==> config.mk <==
export PLATFORM = sky130hd
export DESIGN_NAME = mem_arb
export DESIGN_NICKNAME = d
export VERILOG_FILES = /design/src/rtl/mem_arb_pkg.sv /design/src/rtl/arb_rr2.sv /design/src/rtl/mem_arb.sv
export SDC_FILE = /design/constraint.sdc
export NUM_CORES = 1
export LEC_CHECK = 0
export ABC_AREA = 1
export BUFFER_PORTS_ARGS = -buffer_cell sky130_fd_sc_hd__buf_2
export CORE_AREA = 2 2 117 119
export CTS_BUF_LIST = sky130_fd_sc_hd__clkbuf_4 sky130_fd_sc_hd__clkbuf_8
export DETAILED_ROUTE_END_ITERATION = 10
export DIE_AREA = 0 0 119 121
export HOLD_SLACK_MARGIN = 0.02
export PLACE_DENSITY_LB_ADDON = 0.08
export SYNTH_ARGS = -nofsm -noshare
export SYNTH_HDL_FRONTEND = slang
export SYNTH_SLANG_ARGS = --single-unit
==> constraint.sdc <==
create_clock -name clk -period 3.2 [get_ports clk]
set_input_delay 0 -clock clk [delete_from_list [all_inputs] [get_ports clk]]
set_output_delay 0 -clock clk [all_outputs]
set_load 0.01 [all_outputs]
==> src/rtl/mem_arb_pkg.sv <==
// Shared types for the two-port memory arbiter: FSM state encoding and port indices.
package mem_arb_pkg;

  typedef enum logic [1:0] {
    IDLE  = 2'd0,
    ISSUE = 2'd1,
    WAIT  = 2'd2,
    RESP  = 2'd3
  } state_e;

  localparam logic PORT_CPU = 1'b0;
  localparam logic PORT_DMA = 1'b1;

endpackage

==> src/rtl/arb_rr2.sv <==
// Two-way round-robin pick between CPU and DMA, with a bounded DMA burst-lock override.
module arb_rr2
  import mem_arb_pkg::*;
#(
  parameter int unsigned LOCK_MAX = 32'd4
) (
  input  logic clk,
  input  logic rst,
  input  logic cpu_req,
  input  logic dma_req,
  input  logic dma_lock,
  input  logic accept,
  output logic winner
);

  localparam int unsigned CW = $clog2(LOCK_MAX + 32'd1);
  localparam logic [CW-1:0] CNT_MAX = CW'(LOCK_MAX);

  logic          last_q, last_d;
  logic          lock_q, lock_d;
  logic [CW-1:0] cnt_q, cnt_d;
  logic          locked_s;

  // Winner selection; once the lock budget is spent, round-robin hands the turn to the CPU.
  always_comb begin
    locked_s = (last_q == PORT_DMA) && lock_q && (cnt_q != CNT_MAX);
    if (cpu_req && dma_req) begin
      if (locked_s) begin
        winner = PORT_DMA;
      end else begin
        winner = ~last_q;
      end
    end else if (dma_req) begin
      winner = PORT_DMA;
    end else begin
      winner = PORT_CPU;
    end
  end

  // Pointer, lock flag and lock counter update on each accepted grant.
  always_comb begin
    last_d = last_q;
    lock_d = lock_q;
    cnt_d  = cnt_q;
    if (accept) begin
      last_d = winner;
      lock_d = (winner == PORT_DMA) && dma_lock;
      if ((winner == PORT_CPU) || !dma_lock) begin
        cnt_d = '0;
      end else if (cpu_req && (cnt_q != CNT_MAX)) begin
        cnt_d = cnt_q + CW'(1);
      end else begin
        cnt_d = cnt_q;
      end
    end else begin
      last_d = last_q;
    end
  end

  // State registers; the pointer starts at DMA so the CPU wins the first contest.
  always_ff @(posedge clk or negedge rst) begin
    if (!rst) begin
      last_q <= PORT_DMA;
      lock_q <= 1'b0;
      cnt_q  <= '0;
    end else begin
      last_q <= last_d;
      lock_q <= lock_d;
      cnt_q  <= cnt_d;
    end
  end

endmodule

==> src/rtl/mem_arb.sv <==
// Two-port memory arbiter: CPU and DMA share one memory through a req/ack handshake.
// Grant choice comes from arb_rr2; latency counting and data capture live here.
module mem_arb
  import mem_arb_pkg::*;
#(
  parameter int unsigned AW       = 32'd32,
  parameter int unsigned DW       = 32'd32,
  parameter int unsigned MEM_LAT  = 32'd1,
  parameter int unsigned LOCK_MAX = 32'd4
) (
  input  logic          clk,
  input  logic          rst,
  input  logic          cpu_req,
  input  logic          cpu_we,
  input  logic [AW-1:0] cpu_addr,
  input  logic [DW-1:0] cpu_wdata,
  output logic [DW-1:0] cpu_rdata,
  output logic          cpu_ack,
  input  logic          dma_req,
  input  logic          dma_we,
  input  logic [AW-1:0] dma_addr,
  input  logic [DW-1:0] dma_wdata,
  output logic [DW-1:0] dma_rdata,
  output logic          dma_ack,
  input  logic          dma_lock,
  output logic          mem_en,
  output logic          mem_we,
  output logic [AW-1:0] mem_addr,
  output logic [DW-1:0] mem_wdata,
  input  logic [DW-1:0] mem_rdata,
  output logic          owner
);

  localparam int unsigned CW = (MEM_LAT > 32'd2) ? $clog2(MEM_LAT) : 32'd1;
  localparam logic [CW-1:0] WAIT_LAST = CW'((MEM_LAT >= 32'd2) ? (MEM_LAT - 32'd2) : 32'd0);

  state_e        state_q, state_d;
  logic [CW-1:0] wcnt_q, wcnt_d;
  logic          mem_en_q, mem_en_d, mem_we_q, mem_we_d;
  logic [AW-1:0] mem_addr_q, mem_addr_d;
  logic [DW-1:0] mem_wdata_q, mem_wdata_d;
  logic          owner_q, owner_d;
  logic          cpu_ack_q, cpu_ack_d, dma_ack_q, dma_ack_d;
  logic [DW-1:0] cpu_rdata_q, cpu_rdata_d, dma_rdata_q, dma_rdata_d;
  logic          grant_s, winner_s, resp_s;

  arb_rr2 #(.LOCK_MAX(LOCK_MAX)) u_arb (
    .clk      (clk),
    .rst      (rst),
    .cpu_req  (cpu_req),
    .dma_req  (dma_req),
    .dma_lock (dma_lock),
    .accept   (grant_s),
    .winner   (winner_s)
  );

  // Next-state and output computation for the IDLE/ISSUE/WAIT/RESP sequence.
  always_comb begin
    state_d     = state_q;
    wcnt_d      = wcnt_q;
    mem_en_d    = 1'b0;
    mem_we_d    = mem_we_q;
    mem_addr_d  = mem_addr_q;
    mem_wdata_d = mem_wdata_q;
    owner_d     = owner_q;
    grant_s     = 1'b0;
    resp_s      = 1'b0;
    case (state_q)
      IDLE: begin
        if (cpu_req || dma_req) begin
          grant_s  = 1'b1;
          state_d  = ISSUE;
          mem_en_d = 1'b1;
          owner_d  = winner_s;
          if (winner_s == PORT_DMA) begin
            mem_we_d    = dma_we;
            mem_addr_d  = dma_addr;
            mem_wdata_d = dma_wdata;
          end else begin
            mem_we_d    = cpu_we;
            mem_addr_d  = cpu_addr;
            mem_wdata_d = cpu_wdata;
          end
        end else begin
          state_d = IDLE;
        end
      end
      ISSUE: begin
        if (MEM_LAT == 32'd1) begin
          state_d = RESP;
          resp_s  = 1'b1;
        end else begin
          state_d = WAIT;
          wcnt_d  = '0;
        end
      end
      WAIT: begin
        if (wcnt_q == WAIT_LAST) begin
          state_d = RESP;
          resp_s  = 1'b1;
        end else begin
          wcnt_d = wcnt_q + CW'(1);
        end
      end
      RESP:    state_d = IDLE;
      default: state_d = IDLE;
    endcase
    cpu_ack_d   = resp_s && (owner_q == PORT_CPU);
    dma_ack_d   = resp_s && (owner_q == PORT_DMA);
    cpu_rdata_d = cpu_ack_d ? mem_rdata : cpu_rdata_q;
    dma_rdata_d = dma_ack_d ? mem_rdata : dma_rdata_q;
  end

  // Registers; reset drops any in-flight transaction without an ack.
  always_ff @(posedge clk or negedge rst) begin
    if (!rst) begin
      state_q     <= IDLE;
      wcnt_q      <= '0;
      mem_en_q    <= 1'b0;
      mem_we_q    <= 1'b0;
      mem_addr_q  <= '0;
      mem_wdata_q <= '0;
      owner_q     <= PORT_CPU;
      cpu_ack_q   <= 1'b0;
      dma_ack_q   <= 1'b0;
      cpu_rdata_q <= '0;
      dma_rdata_q <= '0;
    end else begin
      state_q     <= state_d;
      wcnt_q      <= wcnt_d;
      mem_en_q    <= mem_en_d;
      mem_we_q    <= mem_we_d;
      mem_addr_q  <= mem_addr_d;
      mem_wdata_q <= mem_wdata_d;
      owner_q     <= owner_d;
      cpu_ack_q   <= cpu_ack_d;
      dma_ack_q   <= dma_ack_d;
      cpu_rdata_q <= cpu_rdata_d;
      dma_rdata_q <= dma_rdata_d;
    end
  end

  assign mem_en    = mem_en_q;
  assign mem_we    = mem_we_q;
  assign mem_addr  = mem_addr_q;
  assign mem_wdata = mem_wdata_q;
  assign owner     = owner_q;
  assign cpu_ack   = cpu_ack_q;
  assign dma_ack   = dma_ack_q;
  assign cpu_rdata = cpu_rdata_q;
  assign dma_rdata = dma_rdata_q;

endmodule

==> impl_metrics.env <==
export IMPL_status="finished clean"
export IMPL_synthCells=778
export IMPL_cts_tree="done"
export IMPL_synth_cell_types=17
export IMPL_setup_viol_count_final=0
export IMPL_fmax_mhz=387
export IMPL_tightest_slew_ps=1010
export IMPL_final_common_cell="nand2_1"
export IMPL_critPathKind="register to register"
export IMPL_cts_root_buf="clkbuf_8"
export IMPL_postSynthAreaPerCell_um2=7.84
export IMPL_p_sw_frac=0.402
export IMPL_post_route_period_util=0.808
export IMPL_critical_path_endpoint_type="register"
export IMPL_grt_pass1_wl_um=31700
export IMPL_numPortBuffers=299
export IMPL_drc=0
export IMPL_drv_slew=0
export IMPL_maxSlewHeadroom=0.325
export IMPL_vias=6590
export IMPL_hp_class="input pin to asynchronous set/reset pin"
export IMPL_io_pins=300
export IMPL_clk_latency_ps=450
export IMPL_die_width_um=119
export IMPL_track_usage=0.277
export IMPL_cp_data_arrival_time_ps=2980
export IMPL_utilization=0.749
export IMPL_place_hpwl_um=11500
export IMPL_rsz0062_at_grt="false"
export IMPL_finalSetupTns_ps=0
export IMPL_row_count=42
export IMPL_fin_skew_ps=13.7
export IMPL_critPathLaunchType="register"
export IMPL_leakage_nw=5.66
export IMPL_grt_pass1_vias=6707
export IMPL_ant_nets=0
export IMPL_hold_violations=0
export IMPL_powerDensity_nw_per_um2=853
export IMPL_synth_nets=948
export IMPL_dr_pass1_iters=5
export IMPL_htree_num_levels=4
export IMPL_mostFrequentLayoutCells="nand2_1, buf_2, dlygate4sd3_1, dfrtp_1, o21ai_0"
export IMPL_sequentialPowerShare=0.366
export IMPL_areaGrowthSynthToFinish_pct=60.6
export IMPL_finalNetCount=1402
export IMPL_initial_core_util=0.466
export IMPL_wire_per_inst_um=13.6
export IMPL_die_area_um2=14400
export IMPL_crit_required_ps=3590
export IMPL_drt_iter0_drc=490
export IMPL_r2r_slack_ps=610
export IMPL_grt_ovfl_total=0
export IMPL_ys_ff_latch=140
export IMPL_r2r_worst_path_cells=13
export IMPL_post_cts_setup_buffers=0
export IMPL_cts_sinks=140
export IMPL_syn_area_um2=6100
export IMPL_cp_max_fo=30
export IMPL_maxCapViolations=0
export IMPL_avgViaCountPerCell=4.64
export IMPL_routed_wl_um=19400
export IMPL_place_congestion=0.851
export IMPL_r2r_end="mem_wdata[15]"
export IMPL_r2r_start="u_arb.cnt_q[0]"
export IMPL_period_needed_ps=2590
export IMPL_drive_gt1_frac=0.279
export IMPL_cts_inserted_buffers=17
export IMPL_vdd_drop_max_mv=0.609
export IMPL_switchingPower_mw=3.36
export IMPL_insertedDiodeCount=0
export IMPL_grt_max_degree=113
export IMPL_pwr_share_comb=0.447
export IMPL_die_h_um=121
export IMPL_clk_pin_slew_ps=80
export IMPL_clk_path_buf_depth=2
export IMPL_antenna_found_initial=0
export IMPL_seq_area_frac_synth=0.575
export IMPL_intPower_mw=4.99
export IMPL_pwr_share_clk=0.187
export IMPL_yosysWarnings=0
export IMPL_coreArea_um2=13100
-- synthesized netlist by cell type, drive strengths merged --
| master | count | area, um2 |
|---|---|---|
| buf | 21 | 151 |
| clkbuf | 20 | 75.1 |
| dfrtp | 139 | 3480 |
| dfstp | 1 | 26.3 |
| ha | 3 | 37.5 |
| inv | 44 | 165 |
| nand2 | 475 | 1790 |
| nand3 | 3 | 15.0 |
| nand4 | 1 | 6.26 |
| nor2 | 3 | 11.3 |
| o21ai | 67 | 339 |
| xor2 | 1 | 8.76 |
-- power groups by stage --
stage | sequential, mW | clock [mW] | combinational [mW]
3_5_place_dp | 3.05 | 0 | 3.41
6_report | 3.06 | 1.56 | 3.73
4_1_cts | 3.04 | 1.60 | 3.73
3_3_place_gp | 3.05 | 0 | 3.35
5_1_grt | 3.16 | 1.67 | 4.19
2_1_floorplan | 3.45 | 0 | 1.63
-- metal layers --
layer	GRT usage	share of wire	vias up
li1	-	-	3254
met1	0.327	0.40	2977
met2	0.464	0.48	301
met3	0.0808	0.079	58
met4	0.135	0.039	0
met5	0	0	-
-- metrics by stage --
stage,hold slack (ps),power (mW),instance area (um2),worst slack (ps),cells
floorplan,-296,5.08,6100,1740,778
global placement,224,6.40,7670,1260,1221
detailed placement,216,6.47,7670,1200,1221
CTS,287,8.37,9790,677,1421
global route,341,9.02,9790,414,1421
finish,238,8.35,9790,614,1421
-- cell families (layout without fill, tap and decap cells) --
logic type / count (synthesis) / after routing / synth area share
xor+xnor: 1 / 1 / 0.00144
fa+ha+maj: 3 / 3 / 0.00615
simple gates: 482 / 482 / 0.298
buf+inv: 85 / 552 / 0.0642
flops: 140 / 140 / 0.575
compound gates: 67 / 67 / 0.0556
-- state kept, by name (all words and copies together) (netlist names), 2 cells and up --
| signal | count |
|---|---|
| u_arb.cnt_q | 3 |
| mem_addr | 32 |
| cpu_rdata | 32 |
| dma_rdata | 32 |
| mem_wdata | 32 |
| state_q | 2 |
-- worst max-delay path, stage by stage, from the launching register on --
cell and delay, ps:
dfrtp_1 360, inv_1 60, ha_1 190, nand2_1 80
nand2_1 50, nand2_1 100, nand2_2 70, inv_2 430
buf_4 340, nand2_1 90, nand2_1 60, dlygate4sd3_1 560
nand2_1 70, nand2_1 60
-- worst max-delay path by stage --
stage	startpoint	end	slack (ps)
after floorplan	u_arb.cnt_q[0]	mem_addr[0]	1740
after global placement	u_arb.cnt_q[0]	mem_wdata[27]	1260
after detailed placement	u_arb.cnt_q[0]	mem_addr[1]	1200
after CTS	u_arb.cnt_q[0]	mem_addr[1]	680
after global routing	u_arb.cnt_q[0]	mem_addr[1]	410
final	u_arb.cnt_q[0]	mem_wdata[15]	610
-- area by class of cell --
cell class | instances | area, um2
repair buffers | 476 | 3250
inverters | 44 | 165
multi-input cells | 553 | 2210
clock inverters | 14 | 191
well taps | 176 | 220
fillers | 960 | 3290
flip-flops and latches | 140 | 3500
clock buffers | 18 | 248
-- what timing repair did --
item,CTS,global route
resized for setup,0,0
hold buffers,168,0
hold endpoints to repair,242,0
Power figures use the tool's default switching activity.
